`src/rtl/punc_controller.sv`:
```
// punc_controller: fetch/decode/execute control FSM for the PUnC LC3 datapath.
// Decodes the opcode in i_ir[15:12] and drives every datapath load, clear, select
// and write strobe combinationally from (state, i_ir, i_nzp_true). Also exposes
// halt status and a wrapping count of retired instructions for debug.
//
// Ports
//   i_clk, i_rst_n          clock (rising edge) / asynchronous active-low reset
//   i_ir, i_nzp_true        instruction register contents / branch condition
//   o_pc_ld/_clr/_inc       PC load, clear, increment; o_pc_sel picks PC load data
//   o_ir_ld/_clr            IR load, clear
//   o_mem_rd/_wr            memory read strobe / write enable
//   o_mem_r_addr_sel        memory read address source
//   o_mem_w_addr_sel        memory write address source
//   o_rf_w_data_sel         register-file write data source
//   o_rf_w_addr_sel         register-file write address (R7 or ir[11:9])
//   o_rf_w_wr               register-file write enable
//   o_rf_r0_addr_sel        read port 0 address (ir[11:9] or ir[2:0])
//   o_rf_r0_rd/_r1_rd       read strobes, high when that read data is consumed
//   o_prev_ld               latch memory read data into prev
//   o_nzp_ld/_clr           condition-code load / clear
//   o_alu_sel               ALU operation; o_alu_first_val_sel ALU first operand
//   o_halted                high while parked in HALT
//   o_retired_cnt           instructions completed since reset
//
// Select encodings
//   pc_sel:          0 none, 1 PC_8_0, 2 PC_10_0, 3 RF_R1_Data
//   mem_r_addr_sel:  0 PC, 1 PC_8_0, 2 RF_R1_5_0, 3 RF_R0_Data
//   mem_w_addr_sel:  0 none, 1 PC_8_0, 2 RF_R1_5_0, 3 prev_Data
//   rf_w_data_sel:   0 ALU, 1 PC, 2 Mem_R, 3 PC_8_0
//   rf_w_addr_sel:   0 R7, 1 ir[11:9]
//   rf_r0_addr_sel:  0 ir[11:9], 1 ir[2:0]
//   alu_sel:         0 none, 1 ADD, 2 AND, 3 NOT_B
//   alu_first_val:   0 imm ir[4:0], 1 R0 read data
module punc_controller #(
  parameter logic [3:0]  HALT_OPCODE = 4'b1111,
  parameter int unsigned CNT_W       = 16
) (
  input  logic             i_clk,
  input  logic             i_rst_n,
  input  logic [15:0]      i_ir,
  input  logic             i_nzp_true,
  output logic             o_pc_ld,
  output logic             o_pc_clr,
  output logic             o_pc_inc,
  output logic [1:0]       o_pc_sel,
  output logic             o_ir_ld,
  output logic             o_ir_clr,
  output logic             o_mem_rd,
  output logic             o_mem_wr,
  output logic [1:0]       o_mem_r_addr_sel,
  output logic [1:0]       o_mem_w_addr_sel,
  output logic [1:0]       o_rf_w_data_sel,
  output logic             o_rf_w_addr_sel,
  output logic             o_rf_w_wr,
  output logic             o_rf_r0_addr_sel,
  output logic             o_rf_r0_rd,
  output logic             o_rf_r1_rd,
  output logic             o_prev_ld,
  output logic             o_nzp_ld,
  output logic             o_nzp_clr,
  output logic [1:0]       o_alu_sel,
  output logic             o_alu_first_val_sel,
  output logic             o_halted,
  output logic [CNT_W-1:0] o_retired_cnt
);

  localparam logic [3:0] OpBr  = 4'b0000, OpAdd = 4'b0001, OpLd  = 4'b0010, OpSt  = 4'b0011;
  localparam logic [3:0] OpJsr = 4'b0100, OpAnd = 4'b0101, OpLdr = 4'b0110, OpStr = 4'b0111;
  localparam logic [3:0] OpNot = 4'b1001, OpLdi = 4'b1010, OpSti = 4'b1011, OpJmp = 4'b1100;
  localparam logic [3:0] OpLea = 4'b1110;

  localparam logic [1:0] PcSel80 = 2'd1, PcSel100 = 2'd2, PcSelR1 = 2'd3;
  localparam logic [1:0] MrPc = 2'd0, MrPc80 = 2'd1, MrR150 = 2'd2, MrR0 = 2'd3;
  localparam logic [1:0] MwPc80 = 2'd1, MwR150 = 2'd2, MwPrev = 2'd3;
  localparam logic [1:0] WdAlu = 2'd0, WdPc = 2'd1, WdMem = 2'd2, WdPc80 = 2'd3;
  localparam logic       WaR7 = 1'b0, Wa119 = 1'b1;
  localparam logic       R0Sel119 = 1'b0, R0Sel20 = 1'b1;
  localparam logic [1:0] AluAdd = 2'd1, AluAnd = 2'd2, AluNot = 2'd3;
  localparam logic       FirstImm = 1'b0, FirstR0 = 1'b1;

  typedef enum logic [2:0] {StInit, StFetch, StDecode, StExec, StExec2, StHalt} state_e;

  state_e           r_state, w_state_d;
  logic [CNT_W-1:0] r_retired_cnt;
  logic [3:0]       w_opcode;
  logic             w_retire;

  assign w_opcode = i_ir[15:12];
  // An instruction retires when its last execute cycle hands control back to FETCH.
  assign w_retire = ((r_state == StExec) && (w_state_d == StFetch)) || (r_state == StExec2);

  always_ff @(posedge i_clk or negedge i_rst_n) begin
    if (!i_rst_n) begin
      r_state       <= StInit;
      r_retired_cnt <= '0;
    end else begin
      r_state <= w_state_d;
      if (w_retire) r_retired_cnt <= r_retired_cnt + CNT_W'(1);
    end
  end

  assign o_retired_cnt = r_retired_cnt;

  always_comb begin
    w_state_d           = r_state;
    o_pc_ld             = 1'b0;
    o_pc_clr            = 1'b0;
    o_pc_inc            = 1'b0;
    o_pc_sel            = 2'd0;
    o_ir_ld             = 1'b0;
    o_ir_clr            = 1'b0;
    o_mem_rd            = 1'b0;
    o_mem_wr            = 1'b0;
    o_mem_r_addr_sel    = 2'd0;
    o_mem_w_addr_sel    = 2'd0;
    o_rf_w_data_sel     = 2'd0;
    o_rf_w_addr_sel     = 1'b0;
    o_rf_w_wr           = 1'b0;
    o_rf_r0_addr_sel    = 1'b0;
    o_rf_r0_rd          = 1'b0;
    o_rf_r1_rd          = 1'b0;
    o_prev_ld           = 1'b0;
    o_nzp_ld            = 1'b0;
    o_nzp_clr           = 1'b0;
    o_alu_sel           = 2'd0;
    o_alu_first_val_sel = 1'b0;
    o_halted            = 1'b0;

    unique case (r_state)
      StInit: begin
        o_pc_clr  = 1'b1;
        o_ir_clr  = 1'b1;
        o_nzp_clr = 1'b1;
        w_state_d = StFetch;
      end
      StFetch: begin
        o_mem_rd         = 1'b1;
        o_mem_r_addr_sel = MrPc;
        o_ir_ld          = 1'b1;
        o_pc_inc         = 1'b1;
        w_state_d        = StDecode;
      end
      StDecode: begin
        w_state_d = (w_opcode == HALT_OPCODE) ? StHalt : StExec;
      end
      StExec: begin
        w_state_d = StFetch;
        case (w_opcode)
          OpAdd, OpAnd: begin
            o_alu_sel  = (w_opcode == OpAdd) ? AluAdd : AluAnd;
            o_rf_r1_rd = 1'b1;
            if (i_ir[5]) begin
              o_alu_first_val_sel = FirstImm;
            end else begin
              o_alu_first_val_sel = FirstR0;
              o_rf_r0_addr_sel    = R0Sel20;
              o_rf_r0_rd          = 1'b1;
            end
            o_rf_w_data_sel = WdAlu;
            o_rf_w_addr_sel = Wa119;
            o_rf_w_wr       = 1'b1;
            o_nzp_ld        = 1'b1;
          end
          OpNot: begin
            o_alu_sel       = AluNot;
            o_rf_r1_rd      = 1'b1;
            o_rf_w_data_sel = WdAlu;
            o_rf_w_addr_sel = Wa119;
            o_rf_w_wr       = 1'b1;
            o_nzp_ld        = 1'b1;
          end
          OpBr: begin
            o_pc_ld  = i_nzp_true;
            o_pc_sel = PcSel80;
          end
          OpJmp: begin
            o_pc_ld    = 1'b1;
            o_pc_sel   = PcSelR1;
            o_rf_r1_rd = 1'b1;
          end
          OpJsr: begin
            // R7 captures the already-incremented PC in the same edge that reloads PC.
            o_rf_w_addr_sel = WaR7;
            o_rf_w_data_sel = WdPc;
            o_rf_w_wr       = 1'b1;
            o_pc_ld         = 1'b1;
            o_pc_sel        = i_ir[11] ? PcSel100 : PcSelR1;
            o_rf_r1_rd      = ~i_ir[11];
          end
          OpLd, OpLdr: begin
            o_mem_rd         = 1'b1;
            o_mem_r_addr_sel = (w_opcode == OpLd) ? MrPc80 : MrR150;
            o_rf_r1_rd       = (w_opcode == OpLdr);
            o_rf_w_data_sel  = WdMem;
            o_rf_w_addr_sel  = Wa119;
            o_rf_w_wr        = 1'b1;
            o_nzp_ld         = 1'b1;
          end
          OpLea: begin
            o_rf_w_data_sel = WdPc80;
            o_rf_w_addr_sel = Wa119;
            o_rf_w_wr       = 1'b1;
            o_nzp_ld        = 1'b1;
          end
          OpSt, OpStr: begin
            o_mem_wr         = 1'b1;
            o_mem_w_addr_sel = (w_opcode == OpSt) ? MwPc80 : MwR150;
            o_rf_r1_rd       = (w_opcode == OpStr);
            o_rf_r0_addr_sel = R0Sel119;
            o_rf_r0_rd       = 1'b1;
          end
          OpLdi: begin
            // First hop: fetch the pointer into DR; flags wait for the final value.
            o_mem_rd         = 1'b1;
            o_mem_r_addr_sel = MrPc80;
            o_rf_w_data_sel  = WdMem;
            o_rf_w_addr_sel  = Wa119;
            o_rf_w_wr        = 1'b1;
            w_state_d        = StExec2;
          end
          OpSti: begin
            o_mem_rd         = 1'b1;
            o_mem_r_addr_sel = MrPc80;
            o_prev_ld        = 1'b1;
            w_state_d        = StExec2;
          end
          default: ;  // 1000, 1101: NOP
        endcase
      end
      StExec2: begin
        w_state_d        = StFetch;
        o_rf_r0_addr_sel = R0Sel119;
        o_rf_r0_rd       = 1'b1;
        if (w_opcode == OpLdi) begin
          // DR holds the pointer from the first hop; dereference it through read port 0.
          o_mem_rd         = 1'b1;
          o_mem_r_addr_sel = MrR0;
          o_rf_w_data_sel  = WdMem;
          o_rf_w_addr_sel  = Wa119;
          o_rf_w_wr        = 1'b1;
          o_nzp_ld         = 1'b1;
        end else begin
          o_mem_wr         = 1'b1;
          o_mem_w_addr_sel = MwPrev;
        end
      end
      StHalt: begin
        o_halted = 1'b1;
      end
      default: w_state_d = StInit;
    endcase
  end

endmodule

```
`config.mk`:
```
export PLATFORM = sky130hd
export DESIGN_NAME = punc_controller
export DESIGN_NICKNAME = d
export VERILOG_FILES = /design/src/rtl/punc_controller.sv
export SDC_FILE = /design/constraint.sdc
export NUM_CORES = 1
export LEC_CHECK = 0
export ABC_AREA = 0
export CORE_MARGIN = 2
export CORE_UTILIZATION = 41
export DETAILED_ROUTE_END_ITERATION = 16
export GPL_TIMING_DRIVEN = 0
export PLACE_DENSITY = 0.8
export RECOVER_POWER = 50
export SLEW_MARGIN = 10
export SYNTH_ARGS = -nofsm -noshare
export SYNTH_HDL_FRONTEND = slang
export SYNTH_SLANG_ARGS = --single-unit
```
`constraint.sdc`:
```
create_clock -name i_clk -period 2.2 [get_ports i_clk]
set_clock_uncertainty 0.05 [all_clocks]
set_input_delay 0.66 -clock i_clk [delete_from_list [all_inputs] [get_ports i_clk]]
set_output_delay 0.66 -clock i_clk [all_outputs]
set_load 0.01 [all_outputs]
```
==> results.cfg <==
[status]
outcome = finished with violations
violations = setup timing

[global_routing]
grt_pass1_vias = 1517
grtUsageTotal = 0.247
overflow = 0
antenna_found_initial = 0
grt_pass1_wl_mm = 6.98
grt_max_degree = 20

[drt]
viasPerCell = 5.45
drc = 0
drt_wl_total_mm = 4.40
ant_nets = 0
drt-initial-drc-count = 91
drt_pre_antenna_iters = 4
wire_per_inst_um = 16.1
num_vias = 1488

[cts]
clk_latency_ns = 0.29
cts_root_buffer = clkbuf_4
clockBufferDepth = 2
cts.sinks = 19
cts_tree = yes
htree_levels = 1
path_clk_slew_ns = 0.10
cts_made_buffers = 3

[synthesis]
synth-seq-cells = 19
synthArstFlopShare = 1.00
synth_area_per_cell_um2 = 9.05
syn-num-nets = 167
synth-edff-count = 0
synth_area_um2 = 1330
synth_ff_type = dfrtp_1
seq_area_frac_synth = 0.357
ys_warn_count = 0
synth_cells = 147
ys_types = 43

[worst_hold_path]
hp-class = flop to flop

[critical_path]
path_buf_inv = 1
critical_path_required_ns = 1.49
crit_chain = nand3b_1, or3_4, a211oi_2, buf_2
crit_path_max_incr_delay_ns = 0.45
crit_path_max_fanout = 6
crit_slowest_cell = dfrtp_2
crit_family = simple AND/OR/NAND/NOR gates
cp-end-kind = output port
setup.worst_path.start_class = flop
worst_ep_arrival_time_ns = 1.78
critPathKind = flop to output port

[timing]
slew_viol_final = 0
slew_headroom = 0.443
min_period_ns = 2.49
finalCritPeriodShare = 1.13
grt_setup_unrepaired = true
finalSetupViolCount = 28
hold_viol = 0
setup_ws_ns = -0.287
max_freq_ghz = 0.402
worst_pin_slew_ns = 0.833

[flow_run]
drv_cap = 0

[placement]
dpl.cell_count = 241
hpwl_mm = 2.65
placed_cell_area_um2 = 1900
portBuffers = 50
place.gp.congestion = 0.947

[floorplanning]
ios = 62
die_w_um = 61.0
fp.dieH_um = 61.0
coreArea_um2 = 3080
initial_utilization = 0.432
die-area_um2 = 3720
rows = 20

[finish]
stdcell_count = 273
final_common_cell = buf_4
postLayoutCellArea_um2 = 2170
mostFrequentLayoutCells = 28 x buf_4, 22 x buf_2, 18 x clkdlybuf4s50_1, 18 x dfrtp_1, 14 x xor2_1
fin_nets = 250
n_fill_cell = 250
final_layout_size_suffix_gt1_frac = 0.450
syn2layout_area_growth_pct = 62.9
diodes = 0

[pwr]
seq_power_share = 0.260
power.switching_uw = 825
p_per_area_nw_per_um2 = 906
swShare = 0.420
clkPwrFrac = 0.087
ir_drop_v = 0.000653
power.share.combinational = 0.654
intPower_mw = 1.14
p_leak_nw = 1.06
==> per-stage QoR <==
stage	setup slack (ns)	setup TNS (ns)	total power, mW	hold slack (ns)	utilization
after floorplan	-0.0149	-0.0149	1.11	0.314	-
after global placement	-1.10	-23.39	1.52	0.408	0.616
after detailed placement	-1.11	-24.43	1.55	0.407	0.616
after CTS	-0.253	-3.27	1.86	0.425	0.697
after global routing	-0.373	-6.68	2.09	0.444	0.704
final	-0.287	-4.40	1.96	0.419	0.704
==> worst paths after layout <==
kind / cells past startpoint / startpoint / end / slack [ns]
worst max-delay path: 4 / r_state[2] / o_pc_sel[0] / -0.29
worst min-delay path: 1 / o_retired_cnt[15] / o_retired_cnt[15] / 0.42
worst max register to register: 7 / r_state[1] / o_retired_cnt[1] / -0.17
worst min register to register: 1 / o_retired_cnt[15] / o_retired_cnt[15] / 0.42
max in group asynchronous: 1 / i_rst_n / r_state[2] / 0.68
min in group asynchronous: 1 / i_rst_n / o_retired_cnt[11] / 0.85
==> worst register-to-register path: cells and delay by family, from the launching register on <==
family / cells / cell delay [ns]
buffers and inverters: 4 / 0.74
and+or+nand+nor: 1 / 0.24
DFF: 1 / 0.41
muxes: 1 / 0.36
AOI/OAI and AO/OA: 1 / 0.47
==> Yosys cell counts, types with 2 or more instances <==
library cell | count | share of area
nand2_1 | 15 | 0.042
o31ai_1 | 3 | 0.017
buf_6 | 2 | 0.017
nor3_1 | 5 | 0.019
nand4_1 | 4 | 0.019
nand3_1 | 4 | 0.015
buf_4 | 6 | 0.034
dfrtp_1 | 19 | 0.36
nor4_1 | 5 | 0.024
nor4b_2 | 2 | 0.023
and4_1 | 2 | 0.013
xor2_1 | 14 | 0.092
inv_1 | 4 | 0.011
a21oi_1 | 10 | 0.038
o21ai_0 | 3 | 0.011
nor2_1 | 11 | 0.031
nand2b_1 | 7 | 0.033
clkbuf_1 | 2 | 0.0056
nand3b_1 | 4 | 0.023
xnor2_1 | 2 | 0.013
==> cell families (layout without fill, tap and decap cells) <==
kind of cell,after synthesis,count (layout),synth area share
compound gates,26,26,0.134
xor+xnor,16,16,0.105
fa+ha+maj,1,1,0.00941
buf+inv,16,98,0.0743
flops,19,19,0.357
mux,1,1,0.00847
simple gates,68,68,0.311
==> timing repair <==
action / in CTS / in global routing
hold buffers: 0 / 0
pin swaps: 25 / 11
setup buffers: 26 / 3
setup endpoints to repair: 28 / 25
gates cloned: 1 / 0
resized for setup: 145 / 26
==> power groups by stage <==
stage / clock network, mW / logic, mW / registers, mW
detailed placement: 0 / 1.05 / 0.503
finish: 0.170 / 1.28 / 0.510
CTS: 0.169 / 1.19 / 0.501
global placement: 0 / 1.03 / 0.494
global route: 0.193 / 1.38 / 0.518
floorplan: 0 / 0.596 / 0.514
==> metal layers <==
| metal | vias to the layer above | wire length (um) | GRT usage |
|---|---|---|---|
| met1 | 707 | 1750 | 0.272 |
| met5 | - | 0 | 0 |
| met3 | 15 | 237 | 0.0235 |
| met2 | 85 | 2290 | 0.485 |
| li1 | 681 | - | - |
| met4 | 0 | 122 | 0.0839 |
==> state kept, by name (all words and copies together), names as in the netlist <==
signal / count
r_state: 3
o_retired_cnt: 16
==> cell type report <==
class | count | area, um^2 | share of cell area
flip-flops and latches | 19 | 477 | 0.220
multi-input cells | 112 | 872 | 0.402
repair buffers | 79 | 614 | 0.283
clock buffers | 4 | 26.3 | 0.0121
inverters | 4 | 15.0 | 0.00693
plain buffers | 11 | 108 | 0.0497
well taps | 44 | 55.1 | 0.0254
No activity file was read; power rests on OpenSTA's default activity.
